File: src/rtl/alu_pkg.sv
// Shared decode constants and the decoded-beat type for the ALU issue stage.
package alu_pkg;

  localparam logic [5:0] OP_RTYPE = 6'h00;
  localparam logic [5:0] OP_ADDI  = 6'h08;
  localparam logic [5:0] OP_ADDIU = 6'h09;
  localparam logic [5:0] OP_SLTI  = 6'h0A;
  localparam logic [5:0] OP_SLTIU = 6'h0B;
  localparam logic [5:0] OP_ANDI  = 6'h0C;
  localparam logic [5:0] OP_ORI   = 6'h0D;
  localparam logic [5:0] OP_XORI  = 6'h0E;
  localparam logic [5:0] OP_LUI   = 6'h0F;
  localparam logic [5:0] OP_LW    = 6'h23;
  localparam logic [5:0] OP_SW    = 6'h2B;

  localparam logic [5:0] F_SLL  = 6'h00;
  localparam logic [5:0] F_SRL  = 6'h02;
  localparam logic [5:0] F_SRA  = 6'h03;
  localparam logic [5:0] F_SLLV = 6'h04;
  localparam logic [5:0] F_SRLV = 6'h06;
  localparam logic [5:0] F_SRAV = 6'h07;
  localparam logic [5:0] F_ADD  = 6'h20;
  localparam logic [5:0] F_ADDU = 6'h21;
  localparam logic [5:0] F_SUB  = 6'h22;
  localparam logic [5:0] F_SUBU = 6'h23;
  localparam logic [5:0] F_AND  = 6'h24;
  localparam logic [5:0] F_OR   = 6'h25;
  localparam logic [5:0] F_XOR  = 6'h26;
  localparam logic [5:0] F_NOR  = 6'h27;
  localparam logic [5:0] F_SLT  = 6'h2A;
  localparam logic [5:0] F_SLTU = 6'h2B;

  localparam logic [5:0] ALU_ADDU    = 6'h21;
  localparam logic [5:0] ALU_LUI     = 6'h0F;
  localparam logic [5:0] ALU_NOP_DEF = 6'h21;

  typedef enum logic [2:0] {
    CLS_R_ALU,
    CLS_SHIFT_IMM,
    CLS_SHIFT_VAR,
    CLS_I_SEXT,
    CLS_I_ZEXT,
    CLS_LUI,
    CLS_MEM,
    CLS_ILLEGAL
  } dec_cls_e;

  typedef struct packed {
    logic [5:0]  alu_opcode;
    logic [31:0] op1;
    logic [31:0] op2;
    logic [4:0]  dest_reg;
    logic        illegal;
  } dec_beat_t;

  function automatic dec_beat_t idle_beat(input logic [5:0] nop_opcode);
    dec_beat_t b;
    b.alu_opcode = nop_opcode;
    b.op1        = '0;
    b.op2        = '0;
    b.dest_reg   = '0;
    b.illegal    = 1'b0;
    return b;
  endfunction

endpackage

File: src/rtl/alu_issue_if.sv
// Upstream/downstream handshake bundle of the ALU issue stage.
// master = instruction source and ALU sink side, slave = alu_issue.
interface alu_issue_if #(parameter int CNT_W = 16);
  logic              in_valid;
  logic              in_ready;
  logic [31:0]       instr;
  logic [31:0]       rs_data;
  logic [31:0]       rt_data;
  logic              out_valid;
  logic              out_ready;
  logic [5:0]        alu_opcode;
  logic [31:0]       op1;
  logic [31:0]       op2;
  logic [4:0]        dest_reg;
  logic              illegal;
  logic [CNT_W-1:0]  illegal_cnt;

  // A beat moves on a side when valid and ready are both high at a rising edge;
  // once out_valid is high the output fields hold until out_ready takes them.
  modport master (
    output in_valid, instr, rs_data, rt_data, out_ready,
    input  in_ready, out_valid, alu_opcode, op1, op2, dest_reg, illegal, illegal_cnt
  );

  modport slave (
    input  in_valid, instr, rs_data, rt_data, out_ready,
    output in_ready, out_valid, alu_opcode, op1, op2, dest_reg, illegal, illegal_cnt
  );
endinterface

File: src/rtl/alu_issue_dec.sv
// Combinational MIPS decode: classify the instruction word, then build the ALU beat.
module alu_issue_dec
  import alu_pkg::*;
#(
  parameter logic [5:0] NOP_OPCODE = ALU_NOP_DEF
) (
  input  logic [31:0] instr,
  input  logic [31:0] rs_data,
  input  logic [31:0] rt_data,
  output dec_beat_t   beat
);

  logic [5:0]  opcode;
  logic [5:0]  funct;
  logic [31:0] imm_sext;
  logic [31:0] imm_zext;
  dec_cls_e    cls;
  logic        unused_rs_idx;

  assign opcode   = instr[31:26];
  assign funct    = instr[5:0];
  assign imm_sext = {{16{instr[15]}}, instr[15:0]};
  assign imm_zext = {16'b0, instr[15:0]};
  // Register indices were already consumed by the register-file read.
  assign unused_rs_idx = ^instr[25:21];

  always_comb begin
    cls = CLS_ILLEGAL;
    case (opcode)
      OP_RTYPE: begin
        case (funct)
          F_SLL, F_SRL, F_SRA:    cls = CLS_SHIFT_IMM;
          F_SLLV, F_SRLV, F_SRAV: cls = CLS_SHIFT_VAR;
          F_ADD, F_ADDU, F_SUB, F_SUBU, F_AND, F_OR, F_XOR, F_NOR,
          F_SLT, F_SLTU:          cls = CLS_R_ALU;
          default:                cls = CLS_ILLEGAL;
        endcase
      end
      OP_ADDI, OP_ADDIU, OP_SLTI, OP_SLTIU: cls = CLS_I_SEXT;
      OP_ANDI, OP_ORI, OP_XORI:             cls = CLS_I_ZEXT;
      OP_LUI:                               cls = CLS_LUI;
      OP_LW, OP_SW:                         cls = CLS_MEM;
      default:                              cls = CLS_ILLEGAL;
    endcase
  end

  always_comb begin
    beat = idle_beat(NOP_OPCODE);
    case (cls)
      CLS_R_ALU: begin
        beat.alu_opcode = funct;
        beat.op1        = rs_data;
        beat.op2        = rt_data;
        beat.dest_reg   = instr[15:11];
      end
      CLS_SHIFT_IMM: begin
        beat.alu_opcode = funct;
        beat.op1        = {27'b0, instr[10:6]};
        beat.op2        = rt_data;
        beat.dest_reg   = instr[15:11];
      end
      CLS_SHIFT_VAR: begin
        beat.alu_opcode = funct;
        beat.op1        = {27'b0, rs_data[4:0]};
        beat.op2        = rt_data;
        beat.dest_reg   = instr[15:11];
      end
      CLS_I_SEXT, CLS_I_ZEXT: begin
        beat.alu_opcode = opcode;
        beat.op1        = rs_data;
        beat.op2        = (cls == CLS_I_SEXT) ? imm_sext : imm_zext;
        beat.dest_reg   = instr[20:16];
      end
      CLS_LUI: begin
        beat.alu_opcode = ALU_LUI;
        beat.op2        = imm_zext;
        beat.dest_reg   = instr[20:16];
      end
      CLS_MEM: begin
        // Loads and stores only need the address sum from the ALU.
        beat.alu_opcode = ALU_ADDU;
        beat.op1        = rs_data;
        beat.op2        = imm_sext;
        beat.dest_reg   = (opcode == OP_LW) ? instr[20:16] : 5'd0;
      end
      default: beat.illegal = 1'b1;
    endcase
  end

endmodule

File: src/rtl/alu_issue.sv
// ALU issue stage: decoded beat registered behind a valid/ready handshake,
// saturating illegal counter. Define ALU_ISSUE_SKID_EN for a one-entry skid buffer.
module alu_issue
  import alu_pkg::*;
#(
  parameter logic [5:0] NOP_OPCODE = ALU_NOP_DEF,
  parameter int         CNT_W      = 16
) (
  input  logic          clk,
  input  logic          rst_n,
  input  logic          flush,
  alu_issue_if.slave    bus
);

  localparam dec_beat_t RESET_BEAT = '{alu_opcode: NOP_OPCODE, op1: 32'd0,
                                       op2: 32'd0, dest_reg: 5'd0, illegal: 1'b0};

  dec_beat_t         dec_beat;
  dec_beat_t         out_q, out_d;
  logic              out_valid_q, out_valid_d;
  logic [CNT_W-1:0]  cnt_q, cnt_d;
  logic              in_ready;
  logic              accept;

  alu_issue_dec #(.NOP_OPCODE(NOP_OPCODE)) u_dec (
    .instr   (bus.instr),
    .rs_data (bus.rs_data),
    .rt_data (bus.rt_data),
    .beat    (dec_beat)
  );

  assign accept = bus.in_valid && in_ready;

  always_comb begin
    cnt_d = cnt_q;
    if (accept && dec_beat.illegal && (cnt_q != {CNT_W{1'b1}}))
      cnt_d = cnt_q + {{(CNT_W-1){1'b0}}, 1'b1};
  end

`ifdef ALU_ISSUE_SKID_EN
  dec_beat_t skid_q, skid_d;
  logic      skid_valid_q, skid_valid_d;

  // Ready follows only the skid occupancy, never the same-cycle out_ready.
  assign in_ready = rst_n && !flush && !skid_valid_q;

  always_comb begin
    out_d        = out_q;
    out_valid_d  = out_valid_q;
    skid_d       = skid_q;
    skid_valid_d = skid_valid_q;
    if (flush) begin
      out_valid_d  = 1'b0;
      skid_valid_d = 1'b0;
    end else if (!out_valid_q || bus.out_ready) begin
      if (skid_valid_q) begin
        out_d        = skid_q;
        out_valid_d  = 1'b1;
        skid_valid_d = 1'b0;
      end else if (accept) begin
        out_d       = dec_beat;
        out_valid_d = 1'b1;
      end else begin
        out_valid_d = 1'b0;
      end
    end else if (accept) begin
      skid_d       = dec_beat;
      skid_valid_d = 1'b1;
    end
  end

  always_ff @(posedge clk or negedge rst_n) begin
    if (!rst_n) begin
      skid_q       <= RESET_BEAT;
      skid_valid_q <= 1'b0;
    end else begin
      skid_q       <= skid_d;
      skid_valid_q <= skid_valid_d;
    end
  end
`else
  assign in_ready = rst_n && !flush && (!out_valid_q || bus.out_ready);

  always_comb begin
    out_d       = out_q;
    out_valid_d = out_valid_q;
    if (flush) begin
      out_valid_d = 1'b0;
    end else if (accept) begin
      out_d       = dec_beat;
      out_valid_d = 1'b1;
    end else if (bus.out_ready) begin
      out_valid_d = 1'b0;
    end
  end
`endif

  always_ff @(posedge clk or negedge rst_n) begin
    if (!rst_n) begin
      out_q       <= RESET_BEAT;
      out_valid_q <= 1'b0;
      cnt_q       <= '0;
    end else begin
      out_q       <= out_d;
      out_valid_q <= out_valid_d;
      cnt_q       <= cnt_d;
    end
  end

  assign bus.in_ready    = in_ready;
  assign bus.out_valid   = out_valid_q;
  assign bus.alu_opcode  = out_q.alu_opcode;
  assign bus.op1         = out_q.op1;
  assign bus.op2         = out_q.op2;
  assign bus.dest_reg    = out_q.dest_reg;
  assign bus.illegal     = out_q.illegal;
  assign bus.illegal_cnt = cnt_q;

endmodule

File: src/flat_wrapper.sv
// flat-port wrapper written by rule: the top's interface ports become plain ports
module alu_issue_flat import alu_pkg::*;
#(
  parameter logic [5:0] NOP_OPCODE = ALU_NOP_DEF,
  parameter int         CNT_W      = 16
)
  (clk, rst_n, flush, bus_in_valid, bus_instr, bus_rs_data, bus_rt_data, bus_out_ready, bus_in_ready, bus_out_valid, bus_alu_opcode, bus_op1, bus_op2, bus_dest_reg, bus_illegal, bus_illegal_cnt);
  alu_issue_if #(.CNT_W(CNT_W)) bus_i ();
  input  logic clk;
  input  logic rst_n;
  input  logic flush;
  input wire logic [$bits(bus_i.in_valid)-1:0] bus_in_valid;
  input wire logic [$bits(bus_i.instr)-1:0] bus_instr;
  input wire logic [$bits(bus_i.rs_data)-1:0] bus_rs_data;
  input wire logic [$bits(bus_i.rt_data)-1:0] bus_rt_data;
  input wire logic [$bits(bus_i.out_ready)-1:0] bus_out_ready;
  output wire logic [$bits(bus_i.in_ready)-1:0] bus_in_ready;
  output wire logic [$bits(bus_i.out_valid)-1:0] bus_out_valid;
  output wire logic [$bits(bus_i.alu_opcode)-1:0] bus_alu_opcode;
  output wire logic [$bits(bus_i.op1)-1:0] bus_op1;
  output wire logic [$bits(bus_i.op2)-1:0] bus_op2;
  output wire logic [$bits(bus_i.dest_reg)-1:0] bus_dest_reg;
  output wire logic [$bits(bus_i.illegal)-1:0] bus_illegal;
  output wire logic [$bits(bus_i.illegal_cnt)-1:0] bus_illegal_cnt;
  assign bus_i.in_valid = bus_in_valid;
  assign bus_i.instr = bus_instr;
  assign bus_i.rs_data = bus_rs_data;
  assign bus_i.rt_data = bus_rt_data;
  assign bus_i.out_ready = bus_out_ready;
  assign bus_in_ready = bus_i.in_ready;
  assign bus_out_valid = bus_i.out_valid;
  assign bus_alu_opcode = bus_i.alu_opcode;
  assign bus_op1 = bus_i.op1;
  assign bus_op2 = bus_i.op2;
  assign bus_dest_reg = bus_i.dest_reg;
  assign bus_illegal = bus_i.illegal;
  assign bus_illegal_cnt = bus_i.illegal_cnt;
  alu_issue #(.NOP_OPCODE(NOP_OPCODE), .CNT_W(CNT_W)) u_core (.clk(clk), .rst_n(rst_n), .flush(flush), .bus(bus_i));
endmodule
File: config.mk
export PLATFORM = sky130hd
export DESIGN_NAME = alu_issue_flat
export DESIGN_NICKNAME = d
export VERILOG_FILES = /design/src/rtl/alu_pkg.sv /design/src/rtl/alu_issue_if.sv /design/src/rtl/alu_issue_dec.sv /design/src/rtl/alu_issue.sv /design/src/flat_wrapper.sv
export SDC_FILE = /design/constraint.sdc
export NUM_CORES = 1
export LEC_CHECK = 0
export CAP_MARGIN = 20
export CORE_MARGIN = 2
export CORE_UTILIZATION = 43
export DETAILED_ROUTE_END_ITERATION = 10
export PLACE_DENSITY = 0.88
export SLEW_MARGIN = 20
export SYNTH_ARGS = -nofsm -noshare
export SYNTH_HDL_FRONTEND = slang
export SYNTH_SLANG_ARGS = --single-unit
export TNS_END_PERCENT = 5
File: constraint.sdc
create_clock -name clk -period 2.5 [get_ports clk]
set_input_delay 0.625 -clock clk [delete_from_list [all_inputs] [get_ports clk]]
set_output_delay 0.625 -clock clk [all_outputs]
set_load 0.01 [all_outputs]
==> run_results.csv <==
group,metric,value,unit
sta,maxSlewViolCount,0,
routing,final_antenna_net_count,0,
setup_path,path_buf_inv,2,
routing,drc,0,
routing,drtIter0Drc,267,
sta,period_needed,2.449,ns
final_layout,layout-drive-gt1-share,12.95,%
final_layout,fill_cells,768,
final_layout,seq_area,2330,µm²
sta,slew_headroom,57.84,%
die,initial_utilization,43.86,%
setup_path,startpoint,"bus_instr[27]",
synth,netlist.area_leader.share,50.98,%
sta,setup_slack,0.05113,ns
final_layout,syn2layout_area_growth,59.10,%
synth,yosys_warnings,0,
cts,htree_levels,3,
synth,synth_edf_count,0,
cts,cts-buffers-inserted,9,
routing,vias_per_cell,5.574,
setup_path,start_kind,"input pin",
synth,synth-main-ff-cell,"dfrtp_1",
place,dp_hpwl,10.19,mm
die,dieWidth,105.9,µm
power_and_ir_drop,p_total,4.126,mW
final_layout,fin_cells,808,
synth,seq_area_frac_synth,52.16,%
synth,synth_top_family_by_area,"simple AND/OR/NAND/NOR gates",
synth,synth_cells,442,
cts,cts_tree,"done",
power_and_ir_drop,ir_drop,0.2938,mV
routing,vias,4504,
sta,totalNegativeSetupSlack,0,ns
final_layout,multiInputGateArea,2017,µm²
flow_run,cap_violations,0,
sta,worst_slew_pin_slew,0.6324,ns
sta,post-route-period-util,97.95,%
setup_path,cp_top_family,"simple AND/OR/NAND/NOR gates",
setup_path,slowest_delay,0.53,ns
hold_path,hold_class,"in2async",
synth,synth.most_common_cell,"dfrtp_1",
setup_path,end_kind,"flip-flop",
cts,cts.sinks,93,
synth,syn_avg_cell_area,10.11,µm²
routing,wl_per_cell,17.49,µm
die,ios,195,
die,dieArea,11220,µm²
cts,root_buffer,"clkbuf_8",
synth,ys_ff_latch,93,
synth,synth_area_leaders,"dfrtp_1, mux2i_1, nor2_1",
setup_path,r2r-start,"u_core.bus.illegal_cnt[0]",
synth,yosysTopAreaCell,"dfrtp_1",
cts,cts.clk_slew.worst_paths,0.09,ns
final_layout,num_antenna_cells,0,
synth,synth_xor_area_share,2.941,%
place,place_congestion,0.8700,
die,rows,37,
setup_path,rrSetupSlack,0.49,ns
run_status,outcome,"complete, no violations",
setup_path,timing.rr.end,"u_core.bus.illegal_cnt[1]",
synth,synth_nets,544,
grt,grt_start_max_net_pins,50,
grt,track_usage,25.36,%
synth,synthSimpleGateAreaFrac,21.43,%
routing,dr.pass1.iters,4,
place,pre_cts_ws,-0.5549,ns
routing,drt_wl_total,14.14,mm
final_layout,nets,771,
sta,finalSetupViolations,0,
place,dp.cells,789,
setup_path,crit_type,"in2reg",
grt,grt_pass1_vias,4645,
power_and_ir_drop,p_leak,3.145,nW
die,die_h,105.9,µm
setup_path,crit_chain,"dlygate4sd2_1, or4_4, or3_4, o31ai_4, buf_12, nand2_1, mux2_4",
place,portBuffers,189,
synth,synth_mux_area_share,6.387,%
synth,ys_top_cells_by_count,"dfrtp_1, nor2_1, nor3_1",
sta,fin_skew,0.009078,ns
sta,rsz0062_at_grt,"no",
setup_path,cp_slowest_cell,"or4_4",
cts,ctsLongestPathBuffers,2,
setup_path,critPathMaxFanout,6,
grt,antenna_found_initial,0,
sta,hold_viol_final,0,
synth,synthDistinctLibCells,51,
grt,overflow,0,
synth,synth_compound_area_share,13.14,%
sta,fmax,0.4084,GHz
power_and_ir_drop,power_density,580.5,nW/µm²
synth,async_flop_share,100.0,%
grt,grt_pass1_wl,22.80,mm
setup_path,r2r_cells,6,
synth,synth_fa_ha_area_share,0.2801,%
die,coreArea,10180,µm²
cts,holdBufCountCts,0,
setup_path,critPathArrivalTime,2.69,ns
setup_path,cp.required,2.74,ns
cts,clkLatencyLatePin,0.35,ns
synth,syn_area,4467,µm²
-- where the power goes --
group	switching [mW]	internal, mW	leakage, nW
Sequential	0.154	1.72	1.19
Combinational	0.486	0.712	1.86
Clock	0.500	0.553	0.0945
-- layer usage --
layer / part of all wire (%) / wire length, µm / vias up / global-route usage [%]
met5: 0 / 0 / - / 0
met4: 2.3 / 324 / 0 / 10.06
met3: 7.0 / 989 / 28 / 5.886
met2: 50 / 7074 / 189 / 42.58
met1: 41 / 5747 / 2222 / 31.78
li1: - / - / 2065 / -
-- worst max path at each step --
stage	to	depth (start not counted)
2_1_floorplan	u_core.bus.illegal_cnt[1]	5
3_3_place_gp	u_core.bus.op2[30]	7
3_5_place_dp	u_core.bus.op2[28]	7
4_1_cts	u_core.bus.illegal_cnt[8]	8
5_1_grt	u_core.bus.illegal_cnt[13]	8
6_report	u_core.bus.illegal_cnt[1]	7
-- cell families after synthesis --
kind of cell / Yosys count
buffers and inverters: 30
multiplexers: 28
AO/OA/AOI/OAI: 88
adder cells (fa/ha/maj): 1
AND/OR/NAND/NOR: 187
flip-flops: 93
XOR/XNOR: 15
-- final cells by class --
class | instances | share of cell area [%]
timing repair buffer | 243 | 33.49
clock inverter | 4 | 1.056
clock buffer | 10 | 1.796
tap | 136 | 2.394
multi-input combinational | 320 | 28.38
sequential | 93 | 32.78
inverter | 2 | 0.1056
-- what timing repair did --
| item | in CTS | in global routing |
|---|---|---|
| pin swaps | 7 | 5 |
| cloned | 2 | 0 |
| buffers inserted | 3 | 0 |
| endpoints found under the hold margin | 0 | 0 |
| gates resized for setup | 10 | 3 |
| setup endpoints to repair | 28 | 3 |
-- through the flow --
step           hold WS, ns  util (%)  area (µm²)
2_1_floorplan       0.3294         -        4467
4_1_cts             0.3809     69.69        7098
6_report            0.3870     69.78        7107
3_5_place_dp        0.4720     67.06        6830
5_1_grt             0.4077     69.78        7107
3_3_place_gp        0.4628     67.06        6830
-- layout by cell type, fill, tap and decap left out, drive strengths merged, types with 5 or more instances in the layout --
cell type / count
nand4: 9
dfrtp: 91
a21oi: 19
mux2i: 27
nand2: 20
nand3: 22
a31oi: 7
o21ai: 28
clkbuf: 10
clkdlybuf4s50: 183
and2: 10
a22o: 5
and3: 8
a221oi: 17
nor2: 60
xnor2: 13
buf: 55
nor3: 34
-- worst reg2reg max path: stages, from the launching register on --
cell     delay (ns)
dfrtp_1        0.44
ha_1           0.24
nand4_1        0.22
nor4_1         0.43
nor2_1         0.13
nand2_1        0.14
mux2_4         0.30
(Power assumes the default switching activity.)
